**src/rtl/inst_fetch_unit.sv**
```systemverilog
// ---------------------------------------------------------------------------
// inst_fetch_unit
//
// Instruction fetch stage feeding the single-cycle datapath. Issues in-order
// fetch requests to instruction memory, accepts in-order responses of any
// latency, buffers them in a DEPTH-entry queue and presents the oldest
// instruction (with its PC and pre-sliced register/immediate fields) to the
// decode side over a valid/ready handshake. A redirect flushes everything in
// flight and restarts fetch at a new PC. Responses that belong to flushed
// requests are counted in dropCount and silently discarded when they return.
//
// Ports:
//   clk, rst                       clock (rising edge), async active-high reset
//   imemReqValid/Ready/Addr        fetch request channel (Addr = fetch PC)
//   imemRespValid/Data             in-order fetch responses
//   instValid/Ready                head-of-queue handshake to the consumer
//   instData, instPC               head instruction and its PC (0 when idle)
//   srcRegister1/2, desRegister    rs1 = [19:15], rs2 = [24:20], rd = [11:7]
//   imm                            instData[31:7]
//   redirect, redirectPC           flush and restart fetch at redirectPC & ~3
// ---------------------------------------------------------------------------
module inst_fetch_unit #(
  parameter int              XLEN     = 32,
  parameter int              DEPTH    = 4,
  parameter logic [XLEN-1:0] RESET_PC = '0
) (
  input  logic            clk,
  input  logic            rst,
  output logic            imemReqValid,
  input  logic            imemReqReady,
  output logic [XLEN-1:0] imemReqAddr,
  input  logic            imemRespValid,
  input  logic [31:0]     imemRespData,
  output logic            instValid,
  input  logic            instReady,
  output logic [31:0]     instData,
  output logic [XLEN-1:0] instPC,
  output logic [4:0]      srcRegister1,
  output logic [4:0]      srcRegister2,
  output logic [4:0]      desRegister,
  output logic [24:0]     imm,
  input  logic            redirect,
  input  logic [XLEN-1:0] redirectPC
);

  localparam int PTR_W  = $clog2(DEPTH);
  localparam int CNT_W  = $clog2(DEPTH + 1);
  localparam int DROP_W = $clog2(DEPTH + 1) + 1;

  // Control state (reset)
  logic [XLEN-1:0]   fetch_pc_q, fetch_pc_d;
  logic [PTR_W-1:0]  head_q, head_d;
  logic [PTR_W-1:0]  tail_q, tail_d;
  logic [PTR_W-1:0]  fill_q, fill_d;
  logic [CNT_W-1:0]  count_q, count_d;
  logic [CNT_W-1:0]  pend_q, pend_d;
  logic [DROP_W-1:0] drop_q, drop_d;
  logic [DEPTH-1:0]  filled_q, filled_d;

  // Queue payload (not reset; qualified by filled_q / count_q)
  logic [XLEN-1:0]   pc_q   [DEPTH];
  logic [31:0]       data_q [DEPTH];

  logic alloc;
  logic fill;
  logic drop_resp;
  logic resp_taken;
  logic pop;
  logic inst_valid;
  logic req_valid;

  // The two low PC bits of a redirect target are architecturally ignored.
  logic unused_redirect_lsb;
  assign unused_redirect_lsb = ^redirectPC[1:0];

  // -------------------------------------------------------------------------
  // Handshake decode
  // -------------------------------------------------------------------------
  // The full check uses the registered count: a same-cycle pop never frees a
  // slot for a same-cycle request.
  assign req_valid  = !rst && !redirect && (count_q < CNT_W'(DEPTH));
  assign alloc      = req_valid && imemReqReady;

  // Responses for flushed requests are always consumed first (in order).
  assign drop_resp  = imemRespValid && (drop_q != '0);
  // A response with nothing pending and nothing to drop is ignored.
  assign fill       = imemRespValid && (drop_q == '0) && (pend_q != '0) && !redirect;
  // Any legal response present this cycle; used to account for the one that
  // a redirect swallows in its own cycle.
  assign resp_taken = imemRespValid && ((drop_q != '0) || (pend_q != '0));

  // No bypass: an entry filled this cycle is only visible next cycle.
  assign inst_valid = !redirect && (count_q != '0) && filled_q[head_q];
  assign pop        = inst_valid && instReady;

  // -------------------------------------------------------------------------
  // Next-state logic
  // -------------------------------------------------------------------------
  always_comb begin
    fetch_pc_d = fetch_pc_q;
    head_d     = head_q;
    tail_d     = tail_q;
    fill_d     = fill_q;
    count_d    = count_q;
    pend_d     = pend_q;
    drop_d     = drop_q;
    filled_d   = filled_q;

    if (redirect) begin
      fetch_pc_d = {redirectPC[XLEN-1:2], 2'b00};
      head_d     = '0;
      tail_d     = '0;
      fill_d     = '0;
      count_d    = '0;
      pend_d     = '0;
      filled_d   = '0;
      // Every still-pending request will return a response that must be
      // discarded; the response arriving right now is already gone.
      drop_d     = drop_q + DROP_W'(pend_q) - DROP_W'(resp_taken);
    end else begin
      if (alloc) begin
        filled_d[tail_q] = 1'b0;
        tail_d           = tail_q + PTR_W'(1);
        fetch_pc_d       = fetch_pc_q + XLEN'(4);
      end
      if (fill) begin
        filled_d[fill_q] = 1'b1;
        fill_d           = fill_q + PTR_W'(1);
      end
      if (pop) begin
        filled_d[head_q] = 1'b0;
        head_d           = head_q + PTR_W'(1);
      end
      if (drop_resp) begin
        drop_d = drop_q - DROP_W'(1);
      end
      count_d = count_q + CNT_W'(alloc) - CNT_W'(pop);
      pend_d  = pend_q + CNT_W'(alloc) - CNT_W'(fill);
    end
  end

  // -------------------------------------------------------------------------
  // Control registers
  // -------------------------------------------------------------------------
  always_ff @(posedge clk or posedge rst) begin
    if (rst) begin
      fetch_pc_q <= RESET_PC;
      head_q     <= '0;
      tail_q     <= '0;
      fill_q     <= '0;
      count_q    <= '0;
      pend_q     <= '0;
      drop_q     <= '0;
      filled_q   <= '0;
    end else begin
      fetch_pc_q <= fetch_pc_d;
      head_q     <= head_d;
      tail_q     <= tail_d;
      fill_q     <= fill_d;
      count_q    <= count_d;
      pend_q     <= pend_d;
      drop_q     <= drop_d;
      filled_q   <= filled_d;
    end
  end

  // -------------------------------------------------------------------------
  // Queue payload registers
  // -------------------------------------------------------------------------
  always_ff @(posedge clk) begin
    if (alloc) begin
      pc_q[tail_q] <= fetch_pc_q;
    end
    if (fill) begin
      data_q[fill_q] <= imemRespData;
    end
  end

  // -------------------------------------------------------------------------
  // Outputs
  // -------------------------------------------------------------------------
  assign imemReqValid = req_valid;
  assign imemReqAddr  = fetch_pc_q;
  assign instValid    = inst_valid;
  assign instData     = inst_valid ? data_q[head_q] : 32'h0;
  assign instPC       = inst_valid ? pc_q[head_q]   : '0;
  assign srcRegister1 = instData[19:15];
  assign srcRegister2 = instData[24:20];
  assign desRegister  = instData[11:7];
  assign imm          = instData[31:7];

endmodule
```
**config.mk**
```make
export PLATFORM = sky130hd
export DESIGN_NAME = inst_fetch_unit
export DESIGN_NICKNAME = d
export VERILOG_FILES = /design/src/rtl/inst_fetch_unit.sv
export SDC_FILE = /design/constraint.sdc
export NUM_CORES = 1
export LEC_CHECK = 0
export CAP_MARGIN = 5
export CORE_MARGIN = 3
export CORE_UTILIZATION = 51
export CTS_BUF_LIST = sky130_fd_sc_hd__clkbuf_16
export DETAILED_ROUTE_END_ITERATION = 10
export PLACE_DENSITY = 0.77
export SYNTH_ARGS = -nofsm -noshare
export SYNTH_HDL_FRONTEND = slang
export SYNTH_SLANG_ARGS = --single-unit
```
**constraint.sdc**
```tcl
create_clock -name clk -period 4.2 [get_ports clk]
set_input_delay 0.42 -clock clk [delete_from_list [all_inputs] [get_ports clk]]
set_output_delay 0.42 -clock clk [all_outputs]
set_load 0.03 [all_outputs]
```
==> results.toml <==
[drt]
drt-initial-drc-count = 572
route.detailed.drc = 0
wire_per_inst_um = 20.5
vias = 7314
finalWirelength_um = 26900
drt-pass1-iter-count = 5
wl_met3_um = 1530
met1_length_um = 11100
top_layer = "met4"
antenna_left = 0
met2_length_um = 13500
via_per_inst = 5.56

[critical_path]
slowest_delay_ns = 0.70
critPathArrivalTime_ns = 3.27
cp_max_fo = 41
crit_path_end_kind = "output port"
cp.required_ns = 3.78
crit_path_cell_trace = "mux4_2, o311ai_4, buf_4, nor2b_1, clkdlybuf4s50_1"
critPathKind = "reg2out"
worstRegToRegCells = 8
cpMaxStageDelayCell = "dfrtp_4"
r2r-end = "count_q[2]"
worstSetupStartpointType = "flop"
timing.rr.start = "head_q[0]"
r2r_setup_slack_ns = 1.44

[layout]
fin_nets = 1067
design_area_sq_um = 16000
final_cell_mix = "edfxtp_1 (248), clkdlybuf4s50_1 (200), nor2b_1 (69), mux4_2 (63), dfrtp_1 (48)"
post-route-util_pct = 65.1
final_common_cell = "edfxtp_1"
drive_above_1_share_pct = 14.2
area_delta_synth_final_pct = 23.9
antenna_cells = 0

[yosys]
synth_cell_types = 50
netlist_area_sq_um = 12900
synth-edff-count = 248
synth_seq_cells = 298
synthCells = 798
async_reset_ff_share_pct = 16.8
synth_area_per_cell_sq_um = 16.2
ys.flop_type = "edfxtp_1"
yosys_warnings = 0
synth.yosys.seq_area_share_pct = 67.3

[timing]
slew_headroom_pct = 35.1
clock.fmax_mhz = 271
tns_ns = 0
finalSetupViolCount = 0
tightest_slew_ns = 0.965
drv_slew = 0
finalHoldViolations = 0
fin_crit_sh_pct = 87.7
skew_ns = 0.00726
min_period_ns = 3.69
rsz0062_at_grt = "false"

[floorplanning]
io_pins = 208
die_height_um = 165
fp.dieW_um = 165
dieArea_sq_um = 27300
coreArea_sq_um = 24600
rows = 57
start_util_pct = 52.5

[place]
post_dp_cell_area_sq_um = 15100
place_congestion = 0.803
dp_hpwl_um = 17900
portBuffers = 201

[cts]
insertion_delay_ns = 0.55
cts_resized = 0
clockBufferDepth = 3
cts_tree = "done"
cts_htree_levels = 1
post_cts_buffers = 0
cts_hold_buf = 0
cts-root-buf = "clkbuf_16"
clkSinkCount = 298
numCtsBuffers = 30
path_clk_slew_ns = 0.06

[status]
status = "complete, no violations"

[min_path]
hold_path.class = "in2async"

[global_route]
grt_overflow_total = 0
grt_pass1_vias = 7428
grtUsageTotal_pct = 19.7
grt_pass1_wl_um = 41600
grt_max_degree = 70
antenna_found_initial = 0

[power_and_ir_drop]
p_int_mw = 5.04
share_comb_of_total_power_pct = 8.7
fin_total_pwr_mw = 6.50
powerDensity_nw_per_um2 = 406
ir_drop_mv = 0.331
power.switching_mw = 1.46
p_leak_nw = 5.32
seq_power_share_pct = 52.3
pwr-share-clk_pct = 39.0
p_sw_share_pct = 22.5

[flow_run]
cap_viol_max_count = 0
## worst max path at each step
| stage | from | end | slack (ns) | cells after the start |
|---|---|---|---|---|
| after global placement | head_q[0] | imm[15] | 1.04 | 5 |
| after CTS | head_q[0] | instData[22] | 0.45 | 5 |
| final | head_q[0] | instData[22] | 0.51 | 5 |
| after detailed placement | head_q[0] | instData[22] | 1.04 | 5 |
| after floorplan | drop_q[0] | data_q[0][0] | 1.27 | 7 |
| after global routing | head_q[0] | instData[22] | 0.36 | 5 |
## metrics by stage
stage	cells	hold slack (ns)	worst slack [ns]
3_3_place_gp	1263	0.464	1.04
6_report	1315	0.285	0.515
2_1_floorplan	801	0.435	1.27
3_5_place_dp	1263	0.461	1.04
5_1_grt	1315	0.312	0.363
4_1_cts	1315	0.283	0.447
## critical path, delay by kind of cell, from the launching register on
kind / cells / cell delay, ns
muxes: 1 / 0.61
AOI/OAI and AO/OA: 1 / 0.11
buffers and inverters: 2 / 1.09
and+or+nand+nor: 1 / 0.17
DFF: 1 / 0.70
## cell families (layout without fill, tap and decap cells)
group	count (synthesis)	count (layout)	share of synthesized area (%)
compound gates	68	68	3.66
buf+inv	112	302	4.65
simple gates	204	204	8.90
xor+xnor	23	23	1.56
flops	298	298	67.3
other cells	1	4	0.0290
fa+ha+maj	26	26	2.69
mux	66	66	11.2
## power groups by stage
| stage | registers (mW) | clock network (mW) | logic (mW) |
|---|---|---|---|
| after floorplan | 3.48 | 0 | 0.308 |
| after global placement | 3.45 | 0 | 0.558 |
| after detailed placement | 3.46 | 0 | 0.569 |
| after CTS | 3.40 | 2.58 | 0.571 |
| after global routing | 3.41 | 2.72 | 0.631 |
| final | 3.40 | 2.53 | 0.567 |
## per-layer routing
layer	up-vias	GRT usage (%)
li1	3354	-
met1	3658	26.8
met2	246	33.0
met3	56	2.99
met4	0	6.21
met5	-	0
## registers in the layout, indices dropped and copies added, names as in the netlist
signal	cells
drop_q	4
count_q	3
tail_q	2
data_q	128
pc_q	120
fill_q	2
pend_q	3
filled_q	4
imemReqAddr	30
head_q	2
## synthesized netlist by cell type (all sizes together), types with 3 or more instances
master | count | area (sq um)
buf | 53 | 379
nand3 | 13 | 65.1
dfrtp | 50 | 1250
clkbuf | 30 | 113
o211ai | 4 | 30.0
a211oi | 4 | 30.0
xnor2 | 15 | 131
a31oi | 11 | 68.8
and3 | 11 | 68.8
mux4 | 63 | 1420
or4 | 11 | 86.3
fa | 3 | 60.1
nand2 | 38 | 143
a22oi | 5 | 37.5
nand4 | 9 | 56.3
nor4 | 6 | 37.5
or3b | 3 | 26.3
o31a | 5 | 45.0
nand2b | 3 | 18.8
nor2 | 23 | 86.3
nor2b | 69 | 432
a21oi | 3 | 15.0
xor2 | 8 | 70.1
o31ai | 11 | 82.6
and4 | 4 | 35.0
inv | 29 | 109
mux2i | 3 | 30.0
ha | 23 | 288
nor3 | 6 | 30.0
edfxtp | 248 | 7450
o21ai | 15 | 75.1
## layout make-up
cell class	count	area [sq um]
Sequential cell	298	8700
Fill cell	1727	8600
Tap cell	324	405
Clock inverter	22	200
Multi-Input combinational cell	391	3660
Clock buffer	30	751
Timing Repair Buffer	221	2180
Inverter	29	109
Note: power is estimated with default switching activity, not from simulation.
